**config.mk**
```make
export PLATFORM = sky130hd
export DESIGN_NAME = div_check_sequencer_flat
export DESIGN_NICKNAME = d
export VERILOG_FILES = /design/src/rtl/div_check_sequencer_if.sv /design/src/rtl/div_check_sequencer.sv /design/src/flat_wrapper.sv
export SDC_FILE = /design/constraint.sdc
export NUM_CORES = 2
export LEC_CHECK = 0
export ABC_AREA = 1
export ABC_CLOCK_PERIOD_IN_PS = 13300
export CAP_MARGIN = 20
export CORE_UTILIZATION = 60
export DETAILED_ROUTE_END_ITERATION = 8
export PLACE_DENSITY = 0.8
export SYNTH_ARGS = -nofsm -noshare
export SYNTH_HDL_FRONTEND = slang
export SYNTH_SLANG_ARGS = --single-unit
export TNS_END_PERCENT = 20
```
**constraint.sdc**
```tcl
create_clock -name clk -period 13.3 [get_ports clk]
set_clock_uncertainty 0.05 [all_clocks]
set_input_delay 2.66 -clock clk [delete_from_list [all_inputs] [get_ports clk]]
set_output_delay 2.66 -clock clk [all_outputs]
set_load 0.1 [all_outputs]
```
**src/rtl/div_check_sequencer_if.sv**
```systemverilog
// div_check_sequencer_if: operand/result handshake between the check sequencer and the divider
interface div_check_sequencer_if #(
    parameter int WIDTH = 32
);
    logic [WIDTH-1:0] div_a;
    logic [WIDTH-1:0] div_b;
    logic             div_start;
    logic [WIDTH-1:0] div_q;
    logic [WIDTH-1:0] div_r;
    logic             div_finish;

    modport master (
        output div_a, div_b, div_start,
        input  div_q, div_r, div_finish
    );

    modport slave (
        input  div_a, div_b, div_start,
        output div_q, div_r, div_finish
    );
endinterface

```
**src/rtl/div_check_sequencer.sv**
```systemverilog
// div_check_sequencer: drives a sequential divider, checks q*b+r==a and r<b, measures latency
// Optional macro LATENCY_WINDOW_EN adds a latency window check [LAT_MIN, LAT_MAX] and a sticky lat_err output.
module div_check_sequencer #(
    parameter int          WIDTH   = 32,
    parameter int          NUM_OPS = 16,
    parameter int          TIMEOUT = 2048,
    parameter logic [31:0] SEED_A  = 32'hACE1_2468,
    parameter logic [31:0] SEED_B  = 32'h1357_BDF1,
    parameter int          LAT_MIN = 0,
    parameter int          LAT_MAX = 1023
) (
    input  logic                  clk,
    input  logic                  rst,
    input  logic                  run,
    input  logic                  ext_mode,
    input  logic [WIDTH-1:0]      ext_a,
    input  logic [WIDTH-1:0]      ext_b,
    div_check_sequencer_if.master bus,
    output logic                  busy,
    output logic                  done,
    output logic                  err,
    output logic [15:0]           err_count,
    output logic [15:0]           op_count,
    output logic [15:0]           last_lat,
    output logic [15:0]           max_lat
`ifdef LATENCY_WINDOW_EN
    ,
    output logic                  lat_err
`endif
);

    typedef enum logic [2:0] {IDLE, LOAD, ISSUE, WAIT, CHECK, NEXT} state_t;

    state_t             state;
    state_t             state_nx;
    logic               run_d;
    logic               prev_finish;
    logic [31:0]        lfsr_a;
    logic [31:0]        lfsr_b;
    logic [15:0]        lat_cnt;
    logic [WIDTH-1:0]   q_cap;
    logic [WIDTH-1:0]   r_cap;
    logic [WIDTH-1:0]   sel_a;
    logic [WIDTH-1:0]   sel_b;
    logic [2*WIDTH-1:0] recon;
    logic               run_edge;
    logic               fin_edge;
    logic               timed_out;
    logic               last_op;
    logic               arith_ok;
    logic               op_fail;
    logic [15:0]        err_count_inc;

    // Galois LFSR for x^32 + x^22 + x^2 + x + 1, shifting right
    function automatic logic [31:0] lfsr_step(input logic [31:0] s);
        return (s >> 1) ^ (s[0] ? 32'h8020_0003 : 32'h0);
    endfunction

    assign run_edge      = run & ~run_d;
    assign fin_edge      = bus.div_finish & ~prev_finish;
    assign timed_out     = lat_cnt >= 16'(TIMEOUT - 1);
    assign last_op       = ext_mode || (op_count + 16'd1 == 16'(NUM_OPS));
    assign sel_a         = ext_mode ? ext_a : WIDTH'(lfsr_a);
    assign sel_b         = ext_mode ? ext_b : WIDTH'(lfsr_b);
    assign recon         = {{WIDTH{1'b0}}, q_cap} * {{WIDTH{1'b0}}, bus.div_b} + {{WIDTH{1'b0}}, r_cap};
    assign arith_ok      = (recon == {{WIDTH{1'b0}}, bus.div_a}) && (r_cap < bus.div_b);
    assign err_count_inc = err_count + {15'b0, err_count != 16'hFFFF};

`ifdef LATENCY_WINDOW_EN
    logic lat_bad;
    assign lat_bad = (int'(last_lat) < LAT_MIN) || (int'(last_lat) > LAT_MAX);
    assign op_fail = !arith_ok || lat_bad;
`else
    logic unused_lat_bounds;
    assign unused_lat_bounds = ^{LAT_MIN, LAT_MAX};
    assign op_fail           = !arith_ok;
`endif

    // State register
    always_ff @(posedge clk or posedge rst) begin
        if (rst) state <= IDLE;
        else     state <= state_nx;
    end

    // Next-state: one op is LOAD, ISSUE, WAIT..., CHECK, NEXT; a timeout skips CHECK
    always_comb begin
        state_nx = state;
        case (state)
            IDLE:    state_nx = run_edge ? LOAD : IDLE;
            LOAD:    state_nx = ISSUE;
            ISSUE:   state_nx = WAIT;
            WAIT:    state_nx = fin_edge ? CHECK : (timed_out ? NEXT : WAIT);
            CHECK:   state_nx = NEXT;
            NEXT:    state_nx = last_op ? IDLE : LOAD;
            default: state_nx = IDLE;
        endcase
    end

    // Decoded outputs; div_start falls with the async reset of the state register
    always_comb begin
        bus.div_start = state == ISSUE;
        busy          = state != IDLE;
        done          = (state == NEXT) && last_op;
    end

    // Datapath: operands, LFSRs, latency counter, result capture and run statistics
    always_ff @(posedge clk or posedge rst) begin
        if (rst) begin
            run_d       <= 1'b0;
            prev_finish <= 1'b0;
            lfsr_a      <= SEED_A;
            lfsr_b      <= SEED_B;
            lat_cnt     <= '0;
            q_cap       <= '0;
            r_cap       <= '0;
            bus.div_a   <= '0;
            bus.div_b   <= '0;
            err         <= 1'b0;
            err_count   <= '0;
            op_count    <= '0;
            last_lat    <= '0;
            max_lat     <= '0;
`ifdef LATENCY_WINDOW_EN
            lat_err     <= 1'b0;
`endif
        end else begin
            run_d       <= run;
            prev_finish <= bus.div_finish;
            if (state == IDLE && run_edge) begin
                err       <= 1'b0;
                err_count <= '0;
                op_count  <= '0;
                max_lat   <= '0;
`ifdef LATENCY_WINDOW_EN
                lat_err   <= 1'b0;
`endif
            end
            if (state == LOAD) begin
                bus.div_a <= sel_a;
                bus.div_b <= (sel_b == '0) ? WIDTH'(1) : sel_b;
                if (!ext_mode) begin
                    lfsr_a <= lfsr_step(lfsr_a);
                    lfsr_b <= lfsr_step(lfsr_b);
                end
            end
            if (state == ISSUE) lat_cnt <= '0;
            if (state == WAIT) begin
                lat_cnt <= (lat_cnt == 16'hFFFF) ? lat_cnt : lat_cnt + 16'd1;
                if (fin_edge) begin
                    q_cap    <= bus.div_q;
                    r_cap    <= bus.div_r;
                    last_lat <= (lat_cnt == 16'hFFFF) ? lat_cnt : lat_cnt + 16'd1;
                end else if (timed_out) begin
                    err       <= 1'b1;
                    err_count <= err_count_inc;
                    last_lat  <= 16'hFFFF;
                end
            end
            if (state == CHECK) begin
                if (op_fail) begin
                    err       <= 1'b1;
                    err_count <= err_count_inc;
                end
`ifdef LATENCY_WINDOW_EN
                if (lat_bad) lat_err <= 1'b1;
`endif
                max_lat <= (last_lat > max_lat) ? last_lat : max_lat;
            end
            if (state == NEXT) op_count <= op_count + 16'd1;
        end
    end

endmodule

```
**src/flat_wrapper.sv**
```systemverilog
// flat-port wrapper written by rule: the top's interface ports become plain ports
module div_check_sequencer_flat 
#(
    parameter int          WIDTH   = 32,
    parameter int          NUM_OPS = 16,
    parameter int          TIMEOUT = 2048,
    parameter logic [31:0] SEED_A  = 32'hACE1_2468,
    parameter logic [31:0] SEED_B  = 32'h1357_BDF1,
    parameter int          LAT_MIN = 0,
    parameter int          LAT_MAX = 1023
)
  (clk, rst, run, ext_mode, ext_a, ext_b, busy, done, err, err_count, op_count, last_lat, max_lat, bus_div_a, bus_div_b, bus_div_start, bus_div_q, bus_div_r, bus_div_finish);
  div_check_sequencer_if #(.WIDTH(WIDTH)) bus_i ();
  input  logic clk;
  input  logic rst;
  input  logic run;
  input  logic ext_mode;
  input  logic [WIDTH-1:0] ext_a;
  input  logic [WIDTH-1:0] ext_b;
  output logic busy;
  output logic done;
  output logic err;
  output logic [15:0] err_count;
  output logic [15:0] op_count;
  output logic [15:0] last_lat;
  output logic [15:0] max_lat;
  output wire logic [$bits(bus_i.div_a)-1:0] bus_div_a;
  output wire logic [$bits(bus_i.div_b)-1:0] bus_div_b;
  output wire logic [$bits(bus_i.div_start)-1:0] bus_div_start;
  input wire logic [$bits(bus_i.div_q)-1:0] bus_div_q;
  input wire logic [$bits(bus_i.div_r)-1:0] bus_div_r;
  input wire logic [$bits(bus_i.div_finish)-1:0] bus_div_finish;
  assign bus_div_a = bus_i.div_a;
  assign bus_div_b = bus_i.div_b;
  assign bus_div_start = bus_i.div_start;
  assign bus_i.div_q = bus_div_q;
  assign bus_i.div_r = bus_div_r;
  assign bus_i.div_finish = bus_div_finish;
  div_check_sequencer #(.WIDTH(WIDTH), .NUM_OPS(NUM_OPS), .TIMEOUT(TIMEOUT), .SEED_A(SEED_A), .SEED_B(SEED_B), .LAT_MIN(LAT_MIN), .LAT_MAX(LAT_MAX)) u_core (.clk(clk), .rst(rst), .run(run), .ext_mode(ext_mode), .ext_a(ext_a), .ext_b(ext_b), .bus(bus_i), .busy(busy), .done(done), .err(err), .err_count(err_count), .op_count(op_count), .last_lat(last_lat), .max_lat(max_lat));
endmodule
```
======== Word level (Yosys, flattened, before mapping) ========
Cells that the tools add are included.
W data, S select, Z words.
storage, ports and cells
  output and inout bits ................... 132
  bits of input ports ..................... 133
  logic and storage cells ................. 86
  bits in registers ....................... 278
operators by class
  order comparisons ....................... 3
  reduce and logical (&&, ||, !) cells .... 15
  equality and inequality tests ........... 10
  add/sub/neg operators ................... 4
  bitwise operators ....................... 7
  multiplexer cells ....................... 31
  multiply operators ...................... 1
operator list
  operator                 number
  $mux W16                 15
  $mux W32                 5
  $add A64 B32 Y64         1
  $eq A64 B32 Y1           1
  $mul A32 B32 Y64         1
  $xor A31 B32 Y32         2
  $add A16 B1 Y16 const B  2
  $logic_not A32 Y1        1
  $lt A32 B32 Y1           1
  $pmux W3 S6              1
  $add A16 B1 Y16          1
  $eq A16 B16 Y1 const B   1
  $eq A16 B5 Y1 const B    1
  $ge A16 B11 Y1 const B   1
  $gt A16 B16 Y1           1
  $ne A16 B16 Y1 const B   1
  $mux W1                  8
  $reduce_and A2 Y1        4
  $reduce_bool A2 Y1       4
  $eq A3 B2 Y1 const B     2
  $eq A3 B3 Y1 const B     2
  $mux W3                  2
  $eq A3 B1 Y1 const B     1
  $logic_and A1 B1 Y1      3
  other kinds (6)          9

======== Logic depth before layout (Yosys ltp) ========
  depth in word-level cells ............... 9
  depth in mapped cells ................... 43
  gate-level depth less buffers ........... 40

======== Least setup slack after synthesis ========
No wires, ideal clock.
  kind .................................... reg-to-reg
  from .................................... register u_core.bus.div_b[5]
  to ...................................... register u_core.err_count[5]
  path buffers ............................ 3
  slack ................................... 5.617 ns
  stages on the path, launching flop included .. 34
  library setup time ...................... 0.117 ns
  required time ........................... 13.133 ns
  arrival ................................. 7.516 ns
  period minus slack after synthesis ...... 7.683 ns
  path through ............................ dfrtp_1 -> clkbuf_1 -> clkbuf_1 -> nand2_1 -> fa_1 -> fa_1 -> fa_1 -> fa_1 -> fa_1 -> inv_1 -> fa_1 -> inv_1 -> fa_1 -> fa_1 -> inv_1 -> ha_1 -> nand2_1 -> nor2_1 -> inv_1 -> o21ai_1 -> inv_1 -> nand2_1 -> nand2_1 -> nand3_1 -> nand2_1 -> nor2_1 -> nand2_1 -> nor2_1 -> nand3_1 -> nor2_2 -> nand2_2 -> buf_2 -> nand3_1 -> nand2_1
between the ends
  word-level cells in the longest chain between the ends .. 6
  elaborated cells on any way between the ends .. 7
  classes of those cells .................. add/sub (1); mul (1); order compare (1); eq/ne (1); mux (2); reduce/logical (1)
ends and longest elaborated chain
  element                   line                          source
  start: declaration        div_check_sequencer_if.sv:13  output div_a, div_b, div_start,
  start signal: assignment  div_check_sequencer.sv:140    bus.div_b <= (sel_b == '0) ? WIDTH'(1) : sel_b;
  $mul A32 B32 Y64          div_check_sequencer.sv:65     assign recon = {{WIDTH{1'b0}}, q_cap} * {{WIDTH{1'b0}}, bus.div_b} + {{WIDTH{1'b0}}, r_cap};
  $add A64 B32 Y64          div_check_sequencer.sv:65
  $eq A64 B32 Y1            div_check_sequencer.sv:66     assign arith_ok = (recon == {{WIDTH{1'b0}}, bus.div_a}) && (r_cap < bus.div_b);
  $logic_and A1 B1 Y1 *     div_check_sequencer.sv:66
  $mux W16 *                div_check_sequencer.sv:160    if (op_fail) begin
  $mux W16 *                div_check_sequencer.sv:159    if (state == CHECK) begin
  end signal: assignment    div_check_sequencer.sv:155    err_count <= err_count_inc;
  end signal: assignment    div_check_sequencer.sv:162    err_count <= err_count_inc;
  end: declaration          div_check_sequencer.sv:22     output logic [15:0] err_count,
Mark *: on every way between the ends. The rest lies on a longest branch, timed or not.
A chain may end at the register's enable or synchronous reset.

======== Final worst setup path ========
  from .................................... register u_core.bus.div_b[28]
  to ...................................... register u_core.err_count[3]
Same word-level chain as after synthesis.

==> out/metrics.yaml <==
status: "finished, final reports clean"
required_ns: 13.80
cts_root_buf: "clkbuf_16"
clkSinkCount: 278
synth_ff_type: "dfrtp_1"
clock.fmax_mhz: 116
ios: 265
yosysMostFrequentCell: "nand2_1"
rsz0062_at_grt: "no"
path_common_cell: "nand2_1"
grt_antenna_before_repair: 12
track_usage_pct: 36.8
ys_seq_area_share_pct: 14.6
dieHeight_um: 285
syn_nets: 7367
syn_inst: 5992
cts_tree: "built"
max_cap_violations: 0
slew_violations: 0
syn_to_final_growth_pct: 9.28
fin_tns_setup_ns: 0
end_kind: "register"
synth_xor_area_share_pct: 1.58
start_util_pct: 60.7
fin_crit_sh_pct: 64.6
wl_per_cell_um: 20.1
hold_path_class: "reg2reg"
grt-ovfl-total: 0
synthAdderAreaFrac_pct: 46.9
die_w_um: 285
clkLatencyLatePin_ns: 0.66
first_pass_iters: 8
htree_num_levels: 1
coreArea_um2: 79100
maxSlewHeadroom_pct: 22.9
gp_congestion: 1.03
first_global_vias: 42400
synth_top_area_share_pct: 38.7
synthSimpleGateAreaFrac_pct: 20.3
worst_ep_arrival_time_ns: 9.09
place.port_buffers: 264
dp_hpwl_um: 115000
grt_max_degree: 95
drt-initial-drc-count: 3906
ys_ff_latch: 278
finalHoldViolCount: 0
synth_area_um2: 48000
final_nets: 7419
num-fill-cells: 6548
clock_path_buffers: 3
ant_nets: 0
clk_pin_slew_ns: 0.07
numCtsBuffers: 31
synth_area_leaders: "fa_1 (39%), nand2_1 (16%), dfrtp_1 (13%), inv_1 (9.6%), ha_1 (8.2%)"
yosysWarnings: 0
cp_max_fo: 23
yosysTopAreaCell: "fa_1"
post-route-drc-count: 0
max_stage_delay_ns: 0.96
post-cts-setup-buffers: 0
hold_buffers: 0
synth_top_family_by_area: "adder cells"
via_per_inst: 5.63
cpMaxStageDelayCell: "dfrtp_1"
vias: 40200
drive_above_1_share_pct: 3.48
synth_common_cells: "nand2_1 (1987), inv_1 (1229), fa_1 (928)"
synth_edf_count: 0
routed_wl_um: 143000
setup_viol: 0
grt_first_pass_wirelength_um: 232000
startpoint_type: "register"
critPathKind: "reg2reg"
num_rows: 103
async_flop_share_pct: 100
period_needed_ns: 8.59
cts_resized: 0
synth.distinct_cells: 51
muxShareOfSynthArea_pct: 0.271
worst_pin_slew_ns: 1.15
dieArea_um2: 81100
synth_compound_area_share_pct: 4.17
syn_area_per_cell_um2: 8.01
-- final timing paths --
| check | start | end | slack (ns) | cells after the start |
|---|---|---|---|---|
| worst max register to register | u_core.bus.div_b[28]$_DFFE_PP0P_ | u_core.err_count[3]$_DFF_PP0_ | 4.71 | 28 |
| worst min-delay path | u_core.lfsr_a[31]$_DFFE_PP1P_ | u_core.lfsr_a[31]$_DFFE_PP1P_ | 0.41 | 2 |
| min in group asynchronous | rst | u_core.q_cap[11]$_DFFE_PP0P_ | 2.51 | 2 |
| max in group asynchronous | rst | u_core.lfsr_a[8]$_DFFE_PP0P_ | 8.43 | 4 |
| worst min register to register | u_core.lfsr_a[31]$_DFFE_PP1P_ | u_core.lfsr_a[31]$_DFFE_PP1P_ | 0.41 | 2 |
| worst max-delay path | u_core.bus.div_b[28]$_DFFE_PP0P_ | u_core.err_count[3]$_DFF_PP0_ | 4.71 | 28 |
-- registers in the layout, summed over array words and instances, names as in the netlist --
| name | flops |
|---|---|
| u_core.run_d | 1 |
| u_core.lfsr_b | 32 |
| u_core.prev_finish | 1 |
| u_core.bus.div_b | 32 |
| u_core.err_count | 16 |
| u_core.lfsr_a | 32 |
| u_core.r_cap | 32 |
| u_core.op_count | 16 |
| u_core.last_lat | 16 |
| u_core.lat_cnt | 16 |
| u_core.state | 3 |
| u_core.max_lat | 16 |
| u_core.q_cap | 32 |
| u_core.err | 1 |
| u_core.bus.div_a | 32 |
-- cells by family after synthesis --
logic type,after synthesis
compound gates,363
xor+xnor,85
fa+ha+maj,1242
buf+inv,1561
flops,278
mux,13
simple gates,2450
-- layout make-up --
cell class	instances	area [um2]	area share (%)
inverters	1238	4650	8.87
multi-input cells	4153	35100	67.0
clock buffers	41	833	1.59
diodes	11	27.5	0.0525
flip-flops and latches	278	7000	13.4
repair buffers	342	3220	6.15
well taps	1050	1310	2.50
clock inverters	17	248	0.472
-- metal layers --
metal / vias to the layer above / track usage (%) / wire [um]
met1: 19900 / 50.9 / 56900
met3: 332 / 7.54 / 15700
met2: 2205 / 57.6 / 64900
li1: 17700 / - / -
met5: - / 0 / 0
met4: 0 / 13.3 / 5880
-- layout by cell type, fill, tap and decap left out, drive strengths merged, types with 3 or more instances in the layout --
master / count
a21o: 3
a21oi: 107
a22o: 4
buf: 79
bufinv: 5
clkbuf: 41
clkdlybuf4s50: 263
clkinv: 12
dfrtp: 246
dfstp: 32
diode: 11
fa: 928
ha: 314
inv: 1238
mux2i: 13
nand2: 1996
nand3: 182
nand3b: 15
nand4: 31
nor2: 178
nor3: 21
nor4: 10
o211ai: 9
o21a: 12
o21ai: 175
o21bai: 11
o22ai: 28
or2: 12
xnor2: 27
xor2: 57
-- critical path: cells and delay by family (launching register included) --
| kind | cells | cell delay (ns) |
|---|---|---|
| buf+inv | 2 | 0.54 |
| fa+ha+maj | 9 | 4.27 |
| simple gates | 16 | 2.47 |
| flops | 1 | 0.96 |
| compound gates | 1 | 0.16 |
-- per-stage QoR --
step	instance area, um2	hold slack [ns]	cells	setup WS, ns	util, %
after global routing	52400	0.435	7130	4.30	66.3
after floorplan	48000	0.392	5992	2.98	-
after detailed placement	51300	0.405	7059	4.87	64.9
final	52400	0.414	7130	4.71	66.3
after global placement	51300	0.402	7059	4.98	64.9
after CTS	52400	0.415	7117	4.80	66.2
Power is not shown: default switching activity piles up to over one toggle a cycle in this logic, so the estimate is an artifact.
